File: config.mk
export PLATFORM = sky130hd
export DESIGN_NAME = ieu_operand_stage
export DESIGN_NICKNAME = d
export VERILOG_FILES = /design/src/rtl/pipeline.sv /design/src/rtl/ieu_skid_buffer.sv /design/src/rtl/ieu_operand_stage.sv
export SDC_FILE = /design/constraint.sdc
export NUM_CORES = 1
export LEC_CHECK = 0
export ABC_AREA = 0
export ABC_CLOCK_PERIOD_IN_PS = 4800
export CORE_UTILIZATION = 49
export DETAILED_ROUTE_END_ITERATION = 6
export GPL_TIMING_DRIVEN = 0
export PLACE_DENSITY_LB_ADDON = 0.3
export SYNTH_ARGS = -nofsm -noshare
export SYNTH_HDL_FRONTEND = slang
export SYNTH_SLANG_ARGS = --single-unit
File: constraint.sdc
create_clock -name clk -period 4.8 [get_ports clk]
set_clock_uncertainty 0.15 [all_clocks]
set_input_delay 1.2 -clock clk [delete_from_list [all_inputs] [get_ports clk]]
set_output_delay 1.2 -clock clk [all_outputs]
set_load 0.01 [all_outputs]
File: src/rtl/pipeline.sv
// Shared integer-pipeline types: datapath width, operand-select encodings and the
// operand-stage payload handed to the ALU, plus the bypass-priority helper.
package pipeline;

   localparam int XLEN       = 32;
   localparam int ARCH_REG_W = 5;

   localparam logic OP1_RS1 = 1'b0;
   localparam logic OP1_PC  = 1'b1;
   localparam logic OP2_RS2 = 1'b0;
   localparam logic OP2_IMM = 1'b1;

   typedef struct packed {
      logic [2:0]            funct3;
      logic [6:0]            funct7;
      logic                  word;
      logic [XLEN-1:0]       operand_1;
      logic [XLEN-1:0]       operand_2;
      logic [XLEN-1:0]       store_data;
      logic [ARCH_REG_W-1:0] rd_addr;
   } ieu_op_t;

   // x0 is hard-wired to zero; the younger EX result shadows the older WB result.
   function automatic logic [XLEN-1:0] fwd_select(
      input logic [ARCH_REG_W-1:0] src,
      input logic [XLEN-1:0]       rf_data,
      input logic                  ex_valid,
      input logic [ARCH_REG_W-1:0] ex_rd,
      input logic [XLEN-1:0]       ex_data,
      input logic                  wb_valid,
      input logic [ARCH_REG_W-1:0] wb_rd,
      input logic [XLEN-1:0]       wb_data
   );
      if (src == '0)                    return '0;
      if (ex_valid && (ex_rd == src))   return ex_data;
      if (wb_valid && (wb_rd == src))   return wb_data;
      return rf_data;
   endfunction

endpackage

File: src/rtl/ieu_skid_buffer.sv
// Two-entry valid/ready buffer: a main register facing the consumer and a skid entry
// that absorbs one op while the consumer stalls, so in_ready comes straight from a flop.
module ieu_skid_buffer
   import pipeline::*;
#(
   parameter type T = ieu_op_t
) (
   input  logic clk,
   input  logic reset,
   input  logic flush,
   input  logic in_valid,
   output logic in_ready,
   input  T     in_data,
   output logic out_valid,
   input  logic out_ready,
   output T     out_data
);

   logic main_valid_q, main_valid_d;
   logic skid_valid_q, skid_valid_d;
   T     main_q, main_d;
   T     skid_q, skid_d;
   logic push;

   assign in_ready = !skid_valid_q;
   assign push     = in_valid && !skid_valid_q;

   always_comb begin
      // NOTE: every signal gets its hold value first so no path through the block infers a latch.
      main_valid_d = main_valid_q;
      skid_valid_d = skid_valid_q;
      main_d       = main_q;
      skid_d       = skid_q;
      if (flush) begin
         main_valid_d = 1'b0;
         skid_valid_d = 1'b0;
      end else if (!main_valid_q || out_ready) begin
         // Main is free this cycle: the older skid op has priority over a new arrival.
         if (skid_valid_q) begin
            main_d       = skid_q;
            main_valid_d = 1'b1;
            skid_valid_d = 1'b0;
         end else begin
            main_valid_d = push;
            if (push) main_d = in_data;
         end
      end else if (push) begin
         skid_d       = in_data;
         skid_valid_d = 1'b1;
      end
   end

   always_ff @(posedge clk) begin
      // NOTE: state uses <= so every flop samples pre-edge values regardless of statement order.
      if (reset) begin
         main_valid_q <= 1'b0;
         skid_valid_q <= 1'b0;
         // NOTE: payload flops are reset as well because the ALU-facing data must read zero out of reset.
         main_q       <= '0;
         skid_q       <= '0;
      end else begin
         main_valid_q <= main_valid_d;
         skid_valid_q <= skid_valid_d;
         main_q       <= main_d;
         skid_q       <= skid_d;
      end
   end

   assign out_valid = main_valid_q;
   assign out_data  = main_q;

endmodule

File: src/rtl/ieu_operand_stage.sv
// Operand-issue stage ahead of the integer ALU: hazard resolution, operand select and a skid buffer.
// IEU_FWD_EN defined: EX/WB bypass with load-use interlock; undefined: stall on any pending writer.
module ieu_operand_stage
   import pipeline::*;
#(
   parameter int REG_ADDR_W = 5
) (
   input  logic                  clk,
   input  logic                  reset,
   input  logic                  flush,
   input  logic                  in_valid,
   output logic                  in_ready,
   input  logic [REG_ADDR_W-1:0] in_rs1_addr,
   input  logic [REG_ADDR_W-1:0] in_rs2_addr,
   input  logic [XLEN-1:0]       in_rs1_data,
   input  logic [XLEN-1:0]       in_rs2_data,
   input  logic [XLEN-1:0]       in_pc,
   input  logic [XLEN-1:0]       in_imm,
   input  logic                  in_op1_sel,
   input  logic                  in_op2_sel,
   input  logic [2:0]            in_funct3,
   input  logic [6:0]            in_funct7,
   input  logic                  in_word,
   input  logic [REG_ADDR_W-1:0] in_rd_addr,
   input  logic                  ex_fwd_valid,
   input  logic [REG_ADDR_W-1:0] ex_fwd_rd,
   input  logic [XLEN-1:0]       ex_fwd_data,
   input  logic                  ex_is_load,
   input  logic                  wb_fwd_valid,
   input  logic [REG_ADDR_W-1:0] wb_fwd_rd,
   input  logic [XLEN-1:0]       wb_fwd_data,
   output logic                  out_valid,
   input  logic                  out_ready,
   output logic [2:0]            out_funct3,
   output logic [6:0]            out_funct7,
   output logic                  out_word,
   output logic [XLEN-1:0]       out_operand_1,
   output logic [XLEN-1:0]       out_operand_2,
   output logic [XLEN-1:0]       out_store_data,
   output logic [REG_ADDR_W-1:0] out_rd_addr
);

   logic [XLEN-1:0] rs1_val, rs2_val;
   logic            rs1_used, rs2_used;
   logic            ex_hit, interlock, buf_in_ready;
   ieu_op_t         op_in, op_out;

   // rs2 is always live because stores take their data from it.
   assign rs1_used = (in_op1_sel == OP1_RS1) && (in_rs1_addr != '0);
   assign rs2_used = (in_rs2_addr != '0);

   assign ex_hit = ex_fwd_valid && (ex_fwd_rd != '0) &&
                   ((rs1_used && (ex_fwd_rd == in_rs1_addr)) ||
                    (rs2_used && (ex_fwd_rd == in_rs2_addr)));

`ifdef IEU_FWD_EN
   assign rs1_val = fwd_select(ARCH_REG_W'(in_rs1_addr), in_rs1_data,
                               ex_fwd_valid, ARCH_REG_W'(ex_fwd_rd), ex_fwd_data,
                               wb_fwd_valid, ARCH_REG_W'(wb_fwd_rd), wb_fwd_data);
   assign rs2_val = fwd_select(ARCH_REG_W'(in_rs2_addr), in_rs2_data,
                               ex_fwd_valid, ARCH_REG_W'(ex_fwd_rd), ex_fwd_data,
                               wb_fwd_valid, ARCH_REG_W'(wb_fwd_rd), wb_fwd_data);
   assign interlock = ex_hit && ex_is_load;
`else
   logic wb_hit;
   logic unused_fwd;

   assign wb_hit = wb_fwd_valid && (wb_fwd_rd != '0) &&
                   ((rs1_used && (wb_fwd_rd == in_rs1_addr)) ||
                    (rs2_used && (wb_fwd_rd == in_rs2_addr)));
   assign rs1_val    = (in_rs1_addr == '0) ? '0 : in_rs1_data;
   assign rs2_val    = (in_rs2_addr == '0) ? '0 : in_rs2_data;
   assign interlock  = ex_hit || wb_hit;
   assign unused_fwd = ^{ex_is_load, ex_fwd_data, wb_fwd_data};
`endif

   assign op_in = '{
      funct3:     in_funct3,
      funct7:     in_funct7,
      word:       in_word,
      operand_1:  (in_op1_sel == OP1_PC)  ? in_pc  : rs1_val,
      operand_2:  (in_op2_sel == OP2_IMM) ? in_imm : rs2_val,
      store_data: rs2_val,
      rd_addr:    ARCH_REG_W'(in_rd_addr)
   };

   ieu_skid_buffer #(.T(ieu_op_t)) u_skid (
      .clk       (clk),
      .reset     (reset),
      .flush     (flush),
      .in_valid  (in_valid && !interlock),
      .in_ready  (buf_in_ready),
      .in_data   (op_in),
      .out_valid (out_valid),
      .out_ready (out_ready),
      .out_data  (op_out)
   );

   assign in_ready       = buf_in_ready && !interlock;
   assign out_funct3     = op_out.funct3;
   assign out_funct7     = op_out.funct7;
   assign out_word       = op_out.word;
   assign out_operand_1  = op_out.operand_1;
   assign out_operand_2  = op_out.operand_2;
   assign out_store_data = op_out.store_data;
   assign out_rd_addr    = REG_ADDR_W'(op_out.rd_addr);

endmodule

==> summary.txt, run 1 <==
Routing
  • Vias per cell: 5.564
  • Final antenna-violating net count: 0
  • WL final: about 32 mm
  • Drt pass-1 iters: 5
  • Initial drt markers: 729
  • DRC violations left: 0
  • Routed vias: between 10,000 and 15,000
  • DR WL/cell: 17.64 µm

STA
  • Slew HR: 50.54%
  • Final setup TNS: 0 ns
  • Final period util: a little over nine tenths
  • Setup WS post-layout: 0.2544 ns
  • Post-layout minimum cycle time: between 4 and 5 ns
  • Final setup vio count: 0
  • Final Hold Fails: 0
  • Fin. max-slew vios: 0
  • Least-Margin Pin Slew: 0.7420 ns
  • Hold WS: 0.3043 ns
  • Max Clock Freq: 0.2200 GHz
  • RSZ-0062 raised after global routing: no

Clock network
  • CTS Sinks: 226
  • Clock Tree Buf Depth: 3
  • CTS buffer count: 23
  • CTS tree: built
  • Htree depth: 1
  • Worst-Skew Late Latency: about 0.5 ns
  • Clk slew on worst S/H paths: 0.06 ns
  • CTS Root Cell: clkbuf_16

Place
  • Placed Cells: between 1,500 and 2,000
  • Number of port buffers: around 280
  • Post-DP HPWL: 23.85 mm
  • GPL Wtd Cong: around 0.89
  • Placed cell areas: between 10,000 and 15,000 µm²
  • Pre-CTS setup slack: -0.01773 ns

Worst setup path
  • CP max-delay cell: clkdlybuf4s50_1
  • Cell repeated most along the worst path: nor3_1
  • Worst Setup Start Kind: input port
  • WP buf/inv: 2
  • Arrival time at the worst endpoint: 3.20 ns
  • CP top delay family: buffers and inverters
  • Crit path required time: 3.45 ns
  • CP Class: input port to output port
  • Crit-path cells: clkdlybuf4s50_1 -> nor3_1 -> a21oi_2 -> nand4_1 -> a21oi_1 -> nor3_1 -> dlygate4sd2_1
  • Critical path endpoint category: output port
  • Critical path's largest stage delay: about 0.55 ns
  • CP max FO: 7

Yosys
  • Post-synth EDFFs: 0
  • Synth top area share: about 45%
  • Syn_area_per_cell: ~8.1 µm²
  • Ys async rst share: 0%
  • Post-synth cell types: 35
  • Synthesized instance count: around 1,200
  • Register bit total from synthesis: 226
  • Syn_nets: 1,478
  • Main area contributors after synthesis: dfxtp_1, nand2_1, nor2_1, mux2i_1, a211oi_1
  • Top cell type by total area after synthesis: dfxtp_1
  • Mapped Area: 10,020 µm²
  • Yosys warning count: 0
  • Sequential share of the synthesized area: roughly 45%
  • Post-synth top flop: dfxtp_1

Pwr
  • Leakage power: 4.950 nW
  • Tot Pwr: roughly 4.3 mW
  • Worst VDD drop: between 0.2 and 0.25 mV
  • P per Cell Area: 312.8 nW/µm²

Worst hold path
  • Worst Hold Class: flop to flop

Final layout
  • Fin cells: 1,827
  • Util after Layout: between 70% and 80%
  • Area grow syn2layout: 38.43%
  • Finished Cell Area: 13,870 µm²
  • Layout cells sized above 1: 5.701%
  • Final #Nets: 1,787
  • Most frequent cells in the layout: clkdlybuf4s50_1, dfxtp_1, nand2_1, nor2_1, a211oi_1
  • Fillers: 1,627
  • Commonest non-fill, non-tap cell in the layout: clkdlybuf4s50_1

Floorplanning
  • Chip height: 145.0 µm
  • Die ar.: ~21,000 µm²
  • Core area: roughly 20,000 µm²
  • Starting Density: slightly above 50%
  • Row Count: 51
  • Die width: 145.0 µm
  • # IOs: 352

Global route
  • Largest net degree at the start of global routing: 15
  • Initial antenna violation count: 2
  • Vias in the first global route: about 10,000
  • GR Util All Layers: 29.83%
  • Grt ovf: 0
  • First-pass GRT wire length: between 50 and 60 mm

Run
  • Max Cap Viol: 0

Outcome
  • Status: finished clean
-- registers in the layout (all words and copies together), names as in the netlist --
signal               cells
u_skid.out_data        112
u_skid.out_valid         1
u_skid.skid_q          112
u_skid.skid_valid_q      1
-- worst reg2reg max path, cell delays in order (launching register included) --
cell and delay, ns:
dfxtp_1 0.30, clkbuf_1 0.33, clkbuf_1 0.59, clkbuf_1 0.58
clkbuf_1 0.51, nand2_1 0.08, o21ai_0 0.15, mux2i_1 0.12
nor2_1 0.09
-- routing by layer --
metal	track usage, %	wire length [µm]
met1	37.91	13320
met2	50.29	15370
met3	5.157	2481
met4	11.33	1038
met5	0	11
-- synth_stat cells (2+ instances only) --
cell type and number:
a21oi_1 82, inv_1 32, a211oi_1 85, buf_4 6, nand3_1 33, nor3_1 7
xnor2_1 8, a211oi_2 14, buf_6 9, nand2_1 209, o21ai_0 64, o21a_1 32
buf_2 23, mux2i_1 64, nand2b_1 2, or4_1 2, or3_1 2, nand4_1 4
o21ai_1 2, dfxtp_1 226, a22oi_1 32, xor2_1 12, o221ai_1 16, nor2_1 195
clkbuf_1 69
-- path summary, 6_finish.rpt --
path / startpoint / endpoint / slack (ns) / cells after the start
setup reg to reg: u_skid.skid_valid_q$_SDFFE_PP0P_ / u_skid.out_data[59]$_SDFFE_PP0P_ / 1.83 / 8
hold reg to reg: u_skid.skid_q[6]$_SDFFE_PP0P_ / u_skid.skid_q[6]$_SDFFE_PP0P_ / 0.30 / 2
setup / recovery: in_rs1_addr[4] / in_ready / 0.25 / 7
hold / removal: u_skid.skid_q[6]$_SDFFE_PP0P_ / u_skid.skid_q[6]$_SDFFE_PP0P_ / 0.30 / 2
-- power breakdown --
part	leakage (nW)	total, mW	internal, mW	switching [mW]
Sequential	1.84	1.98	1.95	0.0390
Combinational	2.78	0.689	0.358	0.332
Clock	0.334	1.67	0.944	0.721
-- timing repair --
| action | 4_1_cts | 5_1_grt |
|---|---|---|
| endpoints found under the hold margin | 0 | 0 |
| hold buffers | 0 | 0 |
| endpoints found under the setup margin | 1 | 0 |
| buffers inserted | 0 | 0 |
| gates resized for setup | 1 | 0 |
-- logic make-up after synthesis --
group	after synthesis	share of synthesized area [%]
AOI/OAI and AO/OA	328	21.79
xor gates and xnor gates	20	1.748
buffers and inverters	141	6.479
DFF	226	45.14
muxes	64	6.392
and+or+nand+nor	461	18.45
-- area by class of cell --
| cell class | count | area (µm²) | share of cell area (%) |
|---|---|---|---|
| multi-input combinational | 873 | 4848 | 34.95 |
| sequential | 226 | 4524 | 32.61 |
| timing repair buffer | 284 | 2841 | 20.48 |
| clock buffer | 29 | 608.1 | 4.383 |
| buffer | 109 | 529.3 | 3.815 |
| tap | 265 | 331.6 | 2.390 |
| inverter | 32 | 120.1 | 0.8658 |
| clock inverter | 8 | 67.56 | 0.4870 |
| antenna | 1 | 2.502 | 0.01804 |
Power figures use the tool's default switching activity.
==> inputs of run 2 (changes only) <==
--- a/config.mk
+++ b/config.mk
@@ -7,6 +7,7 @@
 export LEC_CHECK = 0
 export ABC_AREA = 0
 export ABC_CLOCK_PERIOD_IN_PS = 4800
+export CORE_MARGIN = 2
 export CORE_UTILIZATION = 49
 export DETAILED_ROUTE_END_ITERATION = 6
 export GPL_TIMING_DRIVEN = 0
==> constraint.sdc (replaced) <==
create_clock -name clk -period 4.8 [get_ports clk]
set_clock_uncertainty 0.15 [all_clocks]
set_input_delay 0.72 -clock clk [delete_from_list [all_inputs] [get_ports clk]]
set_output_delay 0.72 -clock clk [all_outputs]
set_load 0.01 [all_outputs]
==> run 2 against run 1 <==
  * Utilization shrank 1.1 points
  * Power grew 1.6%
  * Setup slack gained 0.72 ns
  * Critical path depth shrank 1
  * Count of clock-buffer cells in the layout grew 1
  * Flip-flop and latch count is the same
  * Register-to-register slack is essentially flat
  * Largest power group unchanged
==> summary.txt, run 2 (synthesis gave the netlist of run 1 again) <==
Worst setup path
  • Critical path's largest stage delay: 0.62 ns (was 0.55 ns)
  • Crit-path cells: clkdlybuf4s50_1 -> or4_1 -> o21ai_1 -> a21oi_1 -> nor3_1 -> clkdlybuf4s50_1 (was clkdlybuf4s50_1 -> nor3_1 -> a21oi_2 -> nand4_1 -> a21oi_1 -> nor3_1 -> dlygate4sd2_1)
  • Cell repeated most along the worst path: clkdlybuf4s50_1 (was nor3_1)
  • Crit path required time: 3.93 ns (was 3.45 ns)
  • Critical path endpoint category: output port (unchanged)
  • CP Class: input port to output port (unchanged)
  • Arrival time at the worst endpoint: 2.96 ns (was 3.20 ns)
  • CP max-delay cell: clkdlybuf4s50_1 (unchanged)
  • Worst Setup Start Kind: input port (unchanged)
  • CP max FO: 3 (was 7)

Final layout
  • Fin cells: 1,834 (was 1,827)
  • Layout cells sized above 1: 5.950% (was 5.701%)
  • Finished Cell Area: 13,920 µm² (was 13,870 µm²)
  • Fillers: 1,675 (was 1,627)
  • Util after Layout: 69.03% (was 70.13%)
  • Reg area: 4524 µm² (unchanged)
  • Area of the multi-input gates: 4848 µm² (unchanged)
  • Commonest non-fill, non-tap cell in the layout: clkdlybuf4s50_1 (unchanged)
  • Area grow syn2layout: 38.93% (was 38.43%)
  • Most frequent cells in the layout: clkdlybuf4s50_1, dfxtp_1, nand2_1, nor2_1, a211oi_1 (unchanged)
  • Final #Nets: 1,787 (unchanged)

Floorplanning
  • Die width: 147.0 µm (was 145.0 µm)
  • Row Count: 52 (was 51)
  • Starting Density: 49.69% (was 50.66%)
  • Die ar.: 21,610 µm² (was 21,030 µm²)
  • # IOs: 352 (unchanged)
  • Core area: 20,170 µm² (was 19,780 µm²)
  • Chip height: 147.0 µm (was 145.0 µm)

Global route
  • Vias in the first global route: 9,610 (was 9,857)
  • First-pass GRT wire length: 50.47 mm (was 50.83 mm)
  • Largest net degree at the start of global routing: 15 (unchanged)
  • Grt ovf: 0 (unchanged)
  • GR Util All Layers: 29.13% (was 29.83%)
  • Initial antenna violation count: 2 (unchanged)

Routing
  • Drt pass-1 iters: 5 (unchanged)
  • Initial drt markers: 682 (was 729)
  • Routed vias: 9,920 (was 10,170)
  • DRC violations left: 0 (unchanged)
  • DR WL/cell: 17.65 µm (was 17.64 µm)
  • WL final: 32.38 mm (was 32.22 mm)
  • Final antenna-violating net count: 0 (unchanged)
  • Vias per cell: 5.409 (was 5.564)

Run
  • Max Cap Viol: 0 (unchanged)

STA
  • Final setup TNS: 0 ns (unchanged)
  • Final period util: 79.73% (was 94.70%)
  • Final Hold Fails: 0 (unchanged)
  • Slew HR: 50.68% (was 50.54%)
  • Post-layout minimum cycle time: 3.827 ns (was 4.546 ns)
  • Fin. max-slew vios: 0 (unchanged)
  • Least-Margin Pin Slew: 0.7399 ns (was 0.7420 ns)
  • RSZ-0062 raised after global routing: no (unchanged)
  • Max Clock Freq: 0.2613 GHz (was 0.2200 GHz)
  • Final setup vio count: 0 (unchanged)

Place
  • Number of port buffers: 284 (unchanged)
  • Placed Cells: 1,794 (was 1,789)
  • Post-DP HPWL: 24.21 mm (was 23.85 mm)
  • GPL Wtd Cong: 0.9037 (was 0.8864)
  • Placed cell areas: 13,200 µm² (about the same)

Pwr
  • Worst VDD drop: 0.2196 mV (was 0.2435 mV)
  • Leakage power: 4.975 nW (was 4.950 nW)
  • P per Cell Area: 316.6 nW/µm² (was 312.8 nW/µm²)

Clock network
  • CTS buffer count: 23 (unchanged)
  • Clk slew on worst S/H paths: 0.06 ns (about the same)
  • Worst-Skew Late Latency: 0.51 ns (was 0.50 ns)
  • CTS tree: built (unchanged)
  • CTS Root Cell: clkbuf_16 (unchanged)
  • Setup Fix Bufs, Post-CTS: 0 (unchanged)
  • CTS Sinks: 226 (unchanged)
  • Htree depth: 1 (unchanged)
  • Post-cts resize count: 0 (was 1)
  • Clock Tree Buf Depth: 3 (unchanged)
  • # hold bufs at CTS: 0 (unchanged)

Worst hold path
  • Worst Hold Class: flop to flop (unchanged)

Outcome
  • Status: finished clean (unchanged)
[run 2: cell count changes in the layout (fill, tap and decap cells not counted), sizes merged]
cell / before / now
clkbuf: 99 / 100
clkdlybuf4s50: 283 / 284
clkinv: 6 / 7
dlygate4sd2: 1 / 0
[run 2: routing by layer]
metal  vias to the layer above  share of wire, %  GRT usage (%)
met1                      4581                42          37.49
li1                       4870                 -              -
met5                         -             0.040              0
met4                         2               3.1          8.942
met3                        64               7.7          6.460
met2                       403                47          49.13
[run 2: area by class of cell]
type / count / area share (%)
plain buffers: 109 / 3.801
diodes: 1 / 0.01797
well taps: 270 / 2.426
multi-input cells: 873 / 34.82
clock inverters: 9 / 0.5482
repair buffers: 284 / 20.42
inverters: 32 / 0.8627
flip-flops and latches: 226 / 32.49
clock buffers: 30 / 4.610
[run 2: power breakdown]
part,total (mW),internal [mW],switching [mW]
Combinational,0.689,0.358,0.331
Sequential,1.99,1.95,0.0401
Clock,1.73,0.992,0.741
[run 2: critical path, delay by kind of cell]
kind                   cells  cell delay [ns]
buffers and inverters      2             1.12
AND/OR/NAND/NOR            2             0.77
AO/OA/AOI/OAI              2             0.35
[run 2: path summary, 6_finish.rpt]
check	startpoint	endpoint	slack [ns]	cells after the start
worst max-delay path	ex_fwd_rd[1]	in_ready	0.97	6
worst min-delay path	u_skid.skid_q[103]$_SDFFE_PP0P_	u_skid.skid_q[103]$_SDFFE_PP0P_	0.30	2
worst min register to register	u_skid.skid_q[103]$_SDFFE_PP0P_	u_skid.skid_q[103]$_SDFFE_PP0P_	0.30	2
worst max register to register	u_skid.skid_valid_q$_SDFFE_PP0P_	u_skid.out_data[59]$_SDFFE_PP0P_	1.84	8
[run 2: through the flow]
stage,power (mW),setup WS (ns),hold slack (ns)
2_1_floorplan,2.338,2.072,0.2824
3_3_place_gp,2.699,0.9846,0.2910
3_5_place_dp,2.709,0.9873,0.2963
4_1_cts,4.418,0.9888,0.3048
5_1_grt,4.568,0.8746,0.3200
6_report,4.408,0.9732,0.3043
